## config.mk

```make
export PLATFORM = sky130hd
export DESIGN_NAME = store_result_monitor
export DESIGN_NICKNAME = d
export VERILOG_FILES = /design/src/rtl/store_result_monitor.sv
export SDC_FILE = /design/constraint.sdc
export NUM_CORES = 1
export LEC_CHECK = 0
export CAP_MARGIN = 15
export CORE_MARGIN = 2
export CORE_UTILIZATION = 45
export DETAILED_ROUTE_END_ITERATION = 8
export PLACE_DENSITY = 0.81
export REMOVE_ABC_BUFFERS = 1
export SLEW_MARGIN = 5
export SYNTH_ARGS = -nofsm -noshare
export SYNTH_HDL_FRONTEND = slang
export SYNTH_SLANG_ARGS = --single-unit
```

## constraint.sdc

```tcl
create_clock -name clk -period 2.2 [get_ports clk]
set_input_delay 0.33 -clock clk [delete_from_list [all_inputs] [get_ports clk]]
set_output_delay 0.33 -clock clk [all_outputs]
set_load 0.05 [all_outputs]
```

## src/rtl/store_result_monitor.sv

```systemverilog
// Self-check monitor on the core's data-memory write bus: declares PASS on the expected
// result store, FAIL on any write outside the scratch window, TIMEOUT from a cycle watchdog.
module store_result_monitor #(
   parameter int unsigned DATA_W         = 32,
   parameter int unsigned PASS_ADDR      = 100,
   parameter int unsigned PASS_DATA      = 25,
   parameter int unsigned SCRATCH_BASE   = 96,
   parameter int unsigned SCRATCH_BYTES  = 4,
   parameter int unsigned MIN_SCRATCH    = 0,
   parameter int unsigned TIMEOUT_CYCLES = 1000,
   parameter int unsigned CNT_W          = 16
) (
   input  logic              clk,
   input  logic              reset,
   input  logic              enable,
   input  logic              memWrite,
   input  logic [DATA_W-1:0] dataAddress,
   input  logic [DATA_W-1:0] storeData,
   output logic              done,
   output logic              pass,
   output logic              fail,
   output logic              timeout,
   output logic [CNT_W-1:0]  storeCount,
   output logic [CNT_W-1:0]  scratchCount,
   output logic [CNT_W-1:0]  cycleCount,
   output logic [DATA_W-1:0] failAddress,
   output logic [DATA_W-1:0] failData
);

   typedef enum logic [1:0] {RUN, PASS, FAIL, TIMEOUT} state_e;

   localparam int unsigned DW1 = DATA_W + 1;
   // Window bounds carry one extra bit so a window ending at the top of the address space cannot wrap.
   localparam logic [DATA_W:0] SCRATCH_LO = DW1'(SCRATCH_BASE);
   localparam logic [DATA_W:0] SCRATCH_HI = DW1'(SCRATCH_BASE) + DW1'(SCRATCH_BYTES);
   localparam logic [CNT_W-1:0] TIMEOUT_LAST = CNT_W'(TIMEOUT_CYCLES - 1);
   localparam logic [CNT_W-1:0] MIN_SCR      = CNT_W'(MIN_SCRATCH);

   state_e            state_q, state_d;
   logic [CNT_W-1:0]  storeCount_q, storeCount_d;
   logic [CNT_W-1:0]  scratchCount_q, scratchCount_d;
   logic [CNT_W-1:0]  cycleCount_q, cycleCount_d;
   logic [DATA_W-1:0] failAddress_q, failAddress_d;
   logic [DATA_W-1:0] failData_q, failData_d;
   logic              done_q, done_d;
   logic              pass_q, pass_d;
   logic              fail_q, fail_d;
   logic              timeout_q, timeout_d;

   logic isResult;
   logic inScratch;
   logic watchdogHit;

   function automatic logic [CNT_W-1:0] satInc(input logic [CNT_W-1:0] v);
      return (v == '1) ? v : v + CNT_W'(1);
   endfunction

   assign isResult    = (dataAddress == DATA_W'(PASS_ADDR)) && (storeData == DATA_W'(PASS_DATA));
   assign inScratch   = ({1'b0, dataAddress} >= SCRATCH_LO) && ({1'b0, dataAddress} < SCRATCH_HI);
   assign watchdogHit = (TIMEOUT_CYCLES != 0) && (cycleCount_q == TIMEOUT_LAST);

   always_ff @(posedge clk) begin
      if (reset) begin
         state_q        <= RUN;
         storeCount_q   <= '0;
         scratchCount_q <= '0;
         cycleCount_q   <= '0;
         failAddress_q  <= '0;
         failData_q     <= '0;
         done_q         <= 1'b0;
         pass_q         <= 1'b0;
         fail_q         <= 1'b0;
         timeout_q      <= 1'b0;
      end else begin
         state_q        <= state_d;
         storeCount_q   <= storeCount_d;
         scratchCount_q <= scratchCount_d;
         cycleCount_q   <= cycleCount_d;
         failAddress_q  <= failAddress_d;
         failData_q     <= failData_d;
         done_q         <= done_d;
         pass_q         <= pass_d;
         fail_q         <= fail_d;
         timeout_q      <= timeout_d;
      end
   end

   // A terminating store outranks the watchdog when both land on the same cycle.
   always_comb begin
      state_d        = state_q;
      storeCount_d   = storeCount_q;
      scratchCount_d = scratchCount_q;
      cycleCount_d   = cycleCount_q;
      failAddress_d  = failAddress_q;
      failData_d     = failData_q;
      if (state_q == RUN && enable) begin
         cycleCount_d = satInc(cycleCount_q);
         if (memWrite) begin
            storeCount_d = satInc(storeCount_q);
            if (isResult) begin
               if (scratchCount_q >= MIN_SCR) begin
                  state_d = PASS;
               end else begin
                  state_d       = FAIL;
                  failAddress_d = dataAddress;
                  failData_d    = storeData;
               end
            end else if (inScratch) begin
               scratchCount_d = satInc(scratchCount_q);
            end else begin
               state_d       = FAIL;
               failAddress_d = dataAddress;
               failData_d    = storeData;
            end
         end
         if (state_d == RUN && watchdogHit) begin
            state_d = TIMEOUT;
         end
      end
   end

   always_comb begin
      pass_d    = (state_d == PASS);
      fail_d    = (state_d == FAIL);
      timeout_d = (state_d == TIMEOUT);
      done_d    = (state_d != RUN);
   end

   assign done         = done_q;
   assign pass         = pass_q;
   assign fail         = fail_q;
   assign timeout      = timeout_q;
   assign storeCount   = storeCount_q;
   assign scratchCount = scratchCount_q;
   assign cycleCount   = cycleCount_q;
   assign failAddress  = failAddress_q;
   assign failData     = failData_q;

endmodule
```

## Word level (Yosys, flattened, before mapping)

Index checks and enable logic that the tools add are counted.

- Muxes and demuxes: 13
- $add $sub $neg: 3
- Bitwise gates (word level): 4
- Divide/modulo/power cells: 0
- Multiply operators: 0
- Equal/unequal tests: 11
- Magnitude comparators: 3
- Shift-type cells: 0
- Reductions and logical operators: 11

Operators with widths:

| cell | number |
|---|---|
| $mux W32 | 6 |
| $add A16 B1 Y16 const B | 3 |
| $eq A16 B16 Y1 const B | 3 |
| $eq A32 B5 Y1 const B | 1 |
| $eq A32 B7 Y1 const B | 1 |
| $ge A32 B7 Y1 const B | 1 |
| $lt A32 B7 Y1 const B | 1 |
| $eq A16 B10 Y1 const B | 1 |
| $ge A16 B1 Y1 const B | 1 |
| $mux W2 | 7 |
| $reduce_and A5 Y1 | 1 |
| $eq A2 B2 Y1 const B | 2 |
| $logic_and A1 B1 Y1 | 4 |
| $logic_not A2 Y1 | 2 |
| $ne A2 B2 Y1 const B | 2 |
| $not A1 Y1 | 4 |
| $reduce_and A4 Y1 | 1 |
| $reduce_and A3 Y1 | 1 |
| $eq A2 B1 Y1 const B | 1 |
| $reduce_and A2 Y1 | 1 |
| $reduce_bool A2 Y1 | 1 |

- Memories kept: 0
- Logic and storage cells: 55
- Memory bits (writable): 0
- Latch bits: 0
- Bits of input ports: 68
- Output and inout port bits: 116
- Register bits: 118
- Memory bits (read-only): 0

## Depth between registers and ports, before layout

Gate-level depths: netlist of run 1.

- Depth in word-level cells: 11
- Gate-level depth with buffers: 9
- Depth with buffers taken out: 7

## Worst setup path before layout of run 1

Ideal clock, no wire load.

- Kind: flip-flop to flip-flop
- Start point: register scratchCount_q[2] (netlist: scratchCount[2])
- End point: register scratchCount_q[8] (netlist: scratchCount[8])
- Stages on the path, launching flop included: 9
- Data required time: 2.072 ns
- Setup time: 0.128 ns
- Path slack: -0.197 ns
- Path buffers: 2
- Data arrival time: 2.270 ns
- Clock period less this slack: 2.397 ns
- Cells stage by stage: dfxtp_1 and4_4 nand4_4 or4_1 buf_2 buf_6 nand4_1 xor2_1 nor2_1

- Cells in the longest elaborated chain, start to end: 3
- Elaborated cells between the ends (all ways): 4
- Those cells by class: add/sub (1); eq/ne (1); bitwise (1); reduce/logical (1)

RTL lines:

| item | line | text |
|---|---|---|
| start, declared | 41 | `logic [CNT_W-1:0] scratchCount_q, scratchCount_d;` |
| start signal, assigned | 77 | `scratchCount_q <= scratchCount_d;` |
| parallel branches: the longest is 3 deep, another holds $add A16 B1 Y16 | -- |  |

Parallel ways; which one is timed is not known.
A chain may end at the register's enable or synchronous reset.

## Worst setup path in the final report of run 1

- Start point: register scratchCount_q[9] (netlist: scratchCount[9])
- End point: output port scratchCount[9]

RTL lines:

| item | line | text |
|---|---|---|
| end, declared | 24 | `output logic [CNT_W-1:0] scratchCount,` |

No word-level cell between the ends.

==> results of run 1 <==
[power groups by stage]
stage	sequential, mW	combinational [mW]	clock (mW)
after floorplan	2.51	0.189	0
after detailed placement	2.29	0.767	0
final	2.24	0.768	2.86
after global placement	2.29	0.753	0
after global routing	2.25	0.806	3.01
after CTS	2.24	0.771	2.91
[placed cells by master, fill, tap and decap left out, types with 9 or more instances in the layout]
cell type                         count
sky130_fd_sc_hd__nor2_1             109
sky130_fd_sc_hd__xnor2_1             11
sky130_fd_sc_hd__buf_4               26
sky130_fd_sc_hd__or3_1                9
sky130_fd_sc_hd__nor3_1               9
sky130_fd_sc_hd__mux2i_1             65
sky130_fd_sc_hd__clkbuf_16           16
sky130_fd_sc_hd__dfxtp_1            118
sky130_fd_sc_hd__nand2_1             23
sky130_fd_sc_hd__nand3_1             23
sky130_fd_sc_hd__clkdlybuf4s50_1    180
sky130_fd_sc_hd__nand4_1             18
sky130_fd_sc_hd__a21oi_1             11
sky130_fd_sc_hd__nor4_1              12
sky130_fd_sc_hd__xor2_1              25
[routing by layer]
layer  track usage, %  wire, microns  vias up
met5                0              0        -
met4             8.68            261        0
met3             8.36           1140       22
met2             38.1           6710      152
met1             25.9           5750     2197
li1                 -              -     2268
[kinds of logic after synthesis]
kind of cell | after synthesis
buffers and inverters | 28
flip-flops | 118
adder cells (fa/ha/maj) | 3
XOR/XNOR | 36
AND/OR/NAND/NOR | 246
multiplexers | 65
AO/OA/AOI/OAI | 31
[through the flow]
| stage | cell area, sq um | cells | hold WS (ns) | setup TNS (ns) | setup WS (ns) |
|---|---|---|---|---|---|
| after floorplan | 4890 | 503 | 0.399 | -234.96 | -3.62 |
| after global routing | 7790 | 887 | 0.249 | 0 | 0.00200 |
| after detailed placement | 7170 | 855 | 0.480 | -25.32 | -0.448 |
| final | 7790 | 887 | 0.237 | 0 | 0.0684 |
| after CTS | 7790 | 887 | 0.221 | 0 | 0.0415 |
| after global placement | 7170 | 855 | 0.471 | -23.32 | -0.404 |
[registers in the layout, summed over array words and instances, names as in the netlist]
signal / cells
scratchCount: 16
cycleCount: 16
fail: 1
failData: 32
pass: 1
done: 1
storeCount: 16
state_q: 2
timeout: 1
failAddress: 32
[timing repair]
item,in CTS,in global routing
endpoints found under the hold margin,0,0
gates resized for setup,1,3
setup buffers,0,0
setup endpoints to repair,11,4
[area by class of cell]
type | count | area [sq um] | area share, %
multi-input cells | 381 | 2520 | 32.4
clock inverters | 9 | 148 | 1.89
flip-flops and latches | 118 | 2360 | 30.3
inverters | 4 | 15.0 | 0.193
clock buffers | 23 | 467 | 5.99
repair buffers | 212 | 2100 | 27.0
well taps | 140 | 175 | 2.25
[how the worst min path moves through the flow]
stage | to | startpoint | cells past startpoint | slack [ns]
6_report | cycleCount[0] | reset | 2 | 0.24
5_1_grt | cycleCount[14] | reset | 2 | 0.25
4_1_cts | cycleCount[14] | reset | 2 | 0.22
3_5_place_dp | failData[0] | failData[0] | 2 | 0.48
3_3_place_gp | failAddress[14] | failAddress[14] | 2 | 0.47
2_1_floorplan | cycleCount[1] | reset | 1 | 0.40
==> impl.org, run 1 <==
** Run status
- Outcome :: finished clean

** Final layout
- After the last flow step, the layout net total stands at 805.
- # diodes :: 0
- Post-Route Utilization :: 71.6%
- In the final layout, the share of cells above drive strength 1 is 11.4%.
- After filler insertion, the fill cell instance count of the layout stands at 821.
- The area growth from synthesis to layout is 55.1%.

** Synthesis
- Among all cell types in the netlist, the one instantiated most often is sky130_fd_sc_hd__dfxtp_1.
- By area, the combinational part of the netlist is dominated by simple AND/OR/NAND/NOR gates.
- In the post-synthesis netlist, the biggest area contributors are sky130_fd_sc_hd__dfxtp_1, sky130_fd_sc_hd__mux2i_1, sky130_fd_sc_hd__nor2_1.
- Number of unique standard cell types used by synthesis :: 54
- The synthesized netlist devotes 0.747% of its cell area to adder and majority cells.
- Top cell types by occurrence after synthesis :: sky130_fd_sc_hd__dfxtp_1, sky130_fd_sc_hd__nor2_1, sky130_fd_sc_hd__mux2i_1
- Number of enable-type register cells in the synthesized netlist :: 0
- After synthesis the netlist holds a flip-flop and latch count of 118.
- Portion of the post-synthesis area used by sequential elements :: 47.0%
- Summing the areas of all and, or, nand and nor instances in the mapped netlist gives 26.0% of the synthesized area.
- After technology mapping, the gate count stands at 527.
- Synth warnings :: 0
- Summing the areas of all xor and xnor instances in the mapped netlist gives 6.27% of the synthesized area.
- Fraction of the mapped netlist area in compound gates :: 4.01%
- In this run the biggest area consumer among cell types represents 47.0% of the synthesized area.
- Share of synthesized area spent on multiplexers :: 12.9%
- Averaged over all synthesized cells, the footprint is 9.53 sq um.
- Async SR Flop Fraction :: 0%
- The mapped netlist covers 5020 sq um.
- The synthesized design spends more area on one cell type than any other, namely sky130_fd_sc_hd__dfxtp_1.
- Flip-flop cell with the highest count after synthesis :: sky130_fd_sc_hd__dfxtp_1

** GRT
- Entering global routing, the biggest net connects 63 pins.
- The number of antenna violations at the first check in global routing came to 0.
- Global routing consumed, over all layers together, 22.6% of the routing resources.
- The first global-routing pass estimated 21.2 mm of wire.
- The number of global-route vias before repair came to 4494.
- The total overflow left after global routing is 0.

** Route
- Antenna-violating nets left :: 0
- Post-detailed-route wirelength per cell :: 15.6 microns
- Via density :: 5.23
- Drt total wl :: 13.9 mm
- Via total after detailed routing :: 4639
- DRC :: 0
- Number of iterations in the first detailed-routing pass :: 4
- Initial DRC count :: 224

** CTS
- In this run, post-CTS hold repair placed 0 buffers.
- Insertion delay to the later sink of the worst-skew pair :: 0.51 ns
- Clock-pin slew was measured on the worst setup and hold paths at 0.05 ns.
- Deepest clock path buffer count :: 2
- TritonCTS clock tree :: built
- Number of H-tree branching levels :: 4
- Number of sinks driven by the clock tree :: 118
- Root Buffer :: sky130_fd_sc_hd__clkbuf_8
- Counting the buffers created by CTS gives 17.

** Power and ir drop
- Switching power :: 1.42 mW
- The design draws 5.88 mW.
- Power per unit of standard cell area :: 754 nW/um^2
- Sequential cells account for 38.2% of the total power.
- For this design the static power due to leakage is 2.89 nW.
- Net switching is 24.2% of the power.
- Internal power comes to 4.46 mW.
- Relative contribution of combinational cells to total power :: 13.1%
- Peak VDD IR :: 0.398 mV
- Share of total power in the clock network :: 48.7%

** Critical path
- Setup slack on the worst reg-to-reg path comes out at 0.16 ns.
- CP endpoint :: scratchCount[9]
- Start of the worst register-to-register path :: scratchCount[4]
- Together, buffers and inverters on the worst path number 1.
- Delay of the slowest critical-path stage :: 0.87 ns
- Along the worst path, the maximum fanout reaches 6.
- The worst setup path is captured at a primary output.
- Startpoint of the worst setup timing path :: scratchCount[9]
- Critical path launch point type :: flip-flop
- Data on the critical path is required at its endpoint by 1.87 ns.
- Cell family contributing the most delay on the critical path :: buffers and inverters
- Critical path's slowest cell :: sky130_fd_sc_hd__clkdlybuf4s50_1
- STA puts the critical path data arrival time at 1.80 ns.
- The critical path in this run is classified as flip-flop to primary output.
- In this run the critical register-to-register path is captured at scratchCount[3].
- Stages on the worst setup path :: 1
- Reg2Reg Depth :: 6
- Cell chain of the critical path :: clkdlybuf4s50_1

** Die
- The floorplan step defined a die boundary enclosing 12000 sq um.
- From left edge to right edge, the die measures 110 microns.
- Placement Rows :: 38
- Number of placed I/O pins :: 184
- Core Footprint :: 10900 sq um
- Effective utilization at floorplan :: 46.2%
- From bottom edge to top edge, the die measures 110 microns.

** Timing
- For the pin with the worst max-slew slack, the measured transition is 0.584 ns.
- Peak clock frequency supported by timing :: 469 MHz
- The final count of hold timing violations was 0.
- After layout, the worst path uses 96.9% of the clock period.
- In this run the tightest slew margin relative to its limit is 60.9%.
- RSZ-0062 raised after global routing :: false
- The routed design could run at a clock period as short as 2.13 ns.
- The number of pins with negative max-slew slack in the final report was 0.
- Between clock sinks in the finished design, the worst skew comes to 0.00847 ns.
- Final setup vio count :: 0

** Placement
- Routability cong. :: 0.864
- Number of I/O port buffers :: 183
- Detailed placement finished with a half-perimeter wire length of 9.80 mm.

** Run
- Max-cap check violation count :: 0

** Worst hold path
- The path class of the tightest hold or removal check is primary input to flip-flop.
Power figures use the tool's default switching activity.
==> run 2: changes to the inputs <==
==> constraint.sdc (replaced) <==
create_clock -name clk -period 2.3 [get_ports clk]
set_input_delay 0.345 -clock clk [delete_from_list [all_inputs] [get_ports clk]]
set_output_delay 0.345 -clock clk [all_outputs]
set_load 0.05 [all_outputs]
==> run 2 against run 1 <==
  * Clock-buffer cell count did not move
  * Setup slack improved by 0.044 ns
  * Non-clock buffer count down 2
  * Largest power group unchanged
  * Critical path type unchanged
  * Combinational power down 5.2%
  * Clock skew shrank 0.0023 ns
  * First-iteration DRC count shrank 10%
  * Via count is 0.52% lower
  * Global-route usage grew 0.36 points
  * Cell count down 0.56%
  * Largest cell class unchanged
==> impl.org, run 2 (synthesized netlist as in run 1, its figures left out) <==
** Critical path
- Cell family contributing the most delay on the critical path :: buffers and inverters
- The maximum net fanout on the critical path was 8 (+2).
- Worst endpoint data arrival time :: 1.84 ns (+0.04 ns)
- Start of the worst register-to-register path :: cycleCount[0]
- By startpoint and endpoint, the worst setup path is classified as flip-flop to primary output.
- The number of buffers and inverters on the critical path came to 1 (unchanged).
- Data required time of the worst path :: 1.96 ns (+0.09 ns)
- The maximum single-stage delay on the critical path is 0.87 ns (about the same).
- The worst register-to-register path ends at cycleCount[15].
- Setup slack of the worst register-to-register path :: 0.24 ns (+0.08 ns)
- Reg2Reg Depth :: 8 (+2)
- Critical path's slowest cell :: sky130_fd_sc_hd__clkdlybuf4s50_1
- Endpoint type of the worst setup path :: primary output
- Cell chain of the critical path :: clkdlybuf4s50_1
- STA classifies the critical path startpoint as a flip-flop.

** Power and ir drop
- Seq pwr share :: 41.8% (+3.6 points)
- LEAKAGE :: 2.79 nW (-3.5%)
- Share of total power in the clock network :: 44.0% (-4.7 points)
- The maximum resistive drop on vdd was 0.431 mV (+8.3%).
- The switching share of total power came to 25.1% (+0.94 points).
- Switching power :: 1.29 mW (-9.2%)
- Power per unit of standard cell area :: 671 nW/um^2 (-11%)
- Tot Pwr :: 5.14 mW (-13%)
- The combinational fraction of design power was 14.2% (+1.1 points).
- The internal power component is 3.85 mW (-14%).

** CTS
- Root Buffer :: sky130_fd_sc_hd__clkbuf_8
- The total number of H-tree levels is 4 (unchanged).
- The number of sinks handled by clock tree synthesis was 118 (unchanged).
- The clock latency on the worst-skew pair was 0.50 ns (about the same).
- Clock buffer count from CTS :: 17 (unchanged)
- Number of hold-repair buffers added at the cts stage :: 0 (unchanged)
- The clock transition at the registers of the reported paths is 0.05 ns (about the same).
- The number of cells upsized or downsized after cts is 0 (-1).
- Buffer count from post-CTS setup fixing :: 0 (unchanged)
- The maximum root-to-sink buffer count was 2 (unchanged).
- TritonCTS built the clock tree.

** GRT
- Initial antenna violation count :: 0 (unchanged)
- The first-pass GRT wire length was 21.5 mm (+1.6%).
- Global-route congestion overflow total :: 0 (unchanged)
- The largest net degree at the start of global routing was 63 (unchanged).
- Number of global-route vias before repair :: 4630 (+3.0%)
- Total Routing Usage GR :: 22.9% (+0.36 points)

** Final layout
- Share of cells above drive strength 1 :: 10.4% (-1.0 points)
- The post-route cell area came to 7660 sq um (-1.7%).
- The library cell used most frequently in the layout, excluding fill and tap cells, is sky130_fd_sc_hd__clkdlybuf4s50_1.
- The area occupied by multi-input gates was 2520 sq um (-0.15%).
- The filler cell count was 854 (+4.0%).
- Storage element area :: 2360 sq um (unchanged)
- The count of inserted antenna diode cells is 0 (unchanged).
- Top library cells by usage in the layout, fill and taps aside :: sky130_fd_sc_hd__clkdlybuf4s50_1, sky130_fd_sc_hd__dfxtp_1, sky130_fd_sc_hd__nor2_1
- From synthesis to final layout, the design area changed by 52.4%.
- The number of nets in the layout came to 803 (-0.25%).
- The utilization of the core after routing was 70.3% (-1.3 points).
- The number of standard cells in the layout, taps in and fillers out came to 882 (-0.56%).

** Placement
- Number of I/O port buffers :: 183 (unchanged)
- Cell count after placement :: 853 (-0.23%)
- Routability cong. :: 0.874 (+1.1%)
- Final HPWL DP :: 10.1 mm (+2.9%)
- Post-DP Area :: 7160 sq um (-0.21%)

** Die
- The starting utilization of the core area is 46.2% (unchanged).
- The overall die area came to 12000 sq um (unchanged).
- The y dimension of the die came to 110 microns (unchanged).
- Number of placed I/O pins :: 184 (unchanged)
- The number of rows created at floorplan is 38 (unchanged).
- Chip Width :: 110 microns (unchanged)
- The core region area was 10900 sq um (unchanged).

** Timing
- The transition at the pin with the smallest max-transition slack is 0.570 ns (-0.0139 ns).
- Subtracting the final worst setup slack from the clock period gives 2.19 ns.
- Final setup vio count :: 0 (unchanged)
- Number of failing hold endpoints at the final stage :: 0 (unchanged)
- Of the available clock period, the critical path in the final layout requires 95.1%.
- Peak clock frequency supported by timing :: 457 MHz
- The remaining max-slew budget at the tightest pin was 61.9% (+0.93 points).
- Setup repair after global routing left no endpoint under its margin.
- The worst hold-check slack is 0.225 ns (-0.0121 ns).
- The final clock skew came to 0.00619 ns (-0.00228 ns).
- Final count of pins violating max slew :: 0 (unchanged)

** Worst hold path
- Start point of the worst hold path :: reset
- Number of stages on the worst hold path :: 2 (unchanged)
- Class of the worst hold path :: primary input to flip-flop
- Endpoint of the worst hold path :: cycleCount[0]

** Route
- Post-detailed-route wirelength per cell :: 15.4 microns (-1.2%)
- Antenna-violating nets left :: 0 (unchanged)
- The detailed-router iteration count before antenna repair is 6 (+2).
- Via total after detailed routing :: 4615 (-0.52%)
- Drt total wl :: 13.6 mm (-1.8%)
- The DRC violation total after the first TritonRoute iteration came to 201 (-10%).
- The via density per instance came to 5.23 (about the same).
- DRC :: 0 (unchanged)

** Run
- Max-cap check violation count :: 0 (unchanged)

** Run status
- Outcome :: finished clean
-- run 2: layer usage --
metal	vias up	GRT usage, %	wire, microns
met3	19	8.24	1060
met1	2192	24.9	5500
met4	0	8.14	202
met2	139	40.9	6850
met5	-	0	0
li1	2265	-	-
-- run 2: worst max-delay path by stage --
stage	from	cells after the start	end	slack, ns
floorplan	dataAddress[11]	6	failAddress[0]	-3.53
global placement	dataAddress[15]	7	fail	-0.31
detailed placement	dataAddress[15]	7	fail	-0.37
CTS	scratchCount[6]	1	scratchCount[6]	0.10
global route	dataAddress[2]	9	failAddress[2]	0.02
finish	cycleCount[3]	1	cycleCount[3]	0.11
-- run 2: through the flow --
stage	setup slack (ns)	TNS (ns)
floorplan	-3.53	-227.92
global placement	-0.309	-14.72
detailed placement	-0.371	-18.34
CTS	0.103	0
global route	0.0230	0
finish	0.112	0
-- run 2: area by class of cell --
class                   count  area share (%)
clock inverters             6           0.719
inverters                   4           0.196
flip-flops and latches    118            30.8
multi-input cells         381            32.9
clock buffers              23            5.83
well taps                 140            2.29
repair buffers            210            27.2
-- run 2: power by group through the flow --
stage	Sequential (mW)	Combinational (mW)	Clock (mW)
floorplan	2.40	0.181	0
global placement	2.19	0.713	0
detailed placement	2.19	0.728	0
CTS	2.15	0.733	2.30
global route	2.15	0.769	2.41
finish	2.15	0.728	2.26
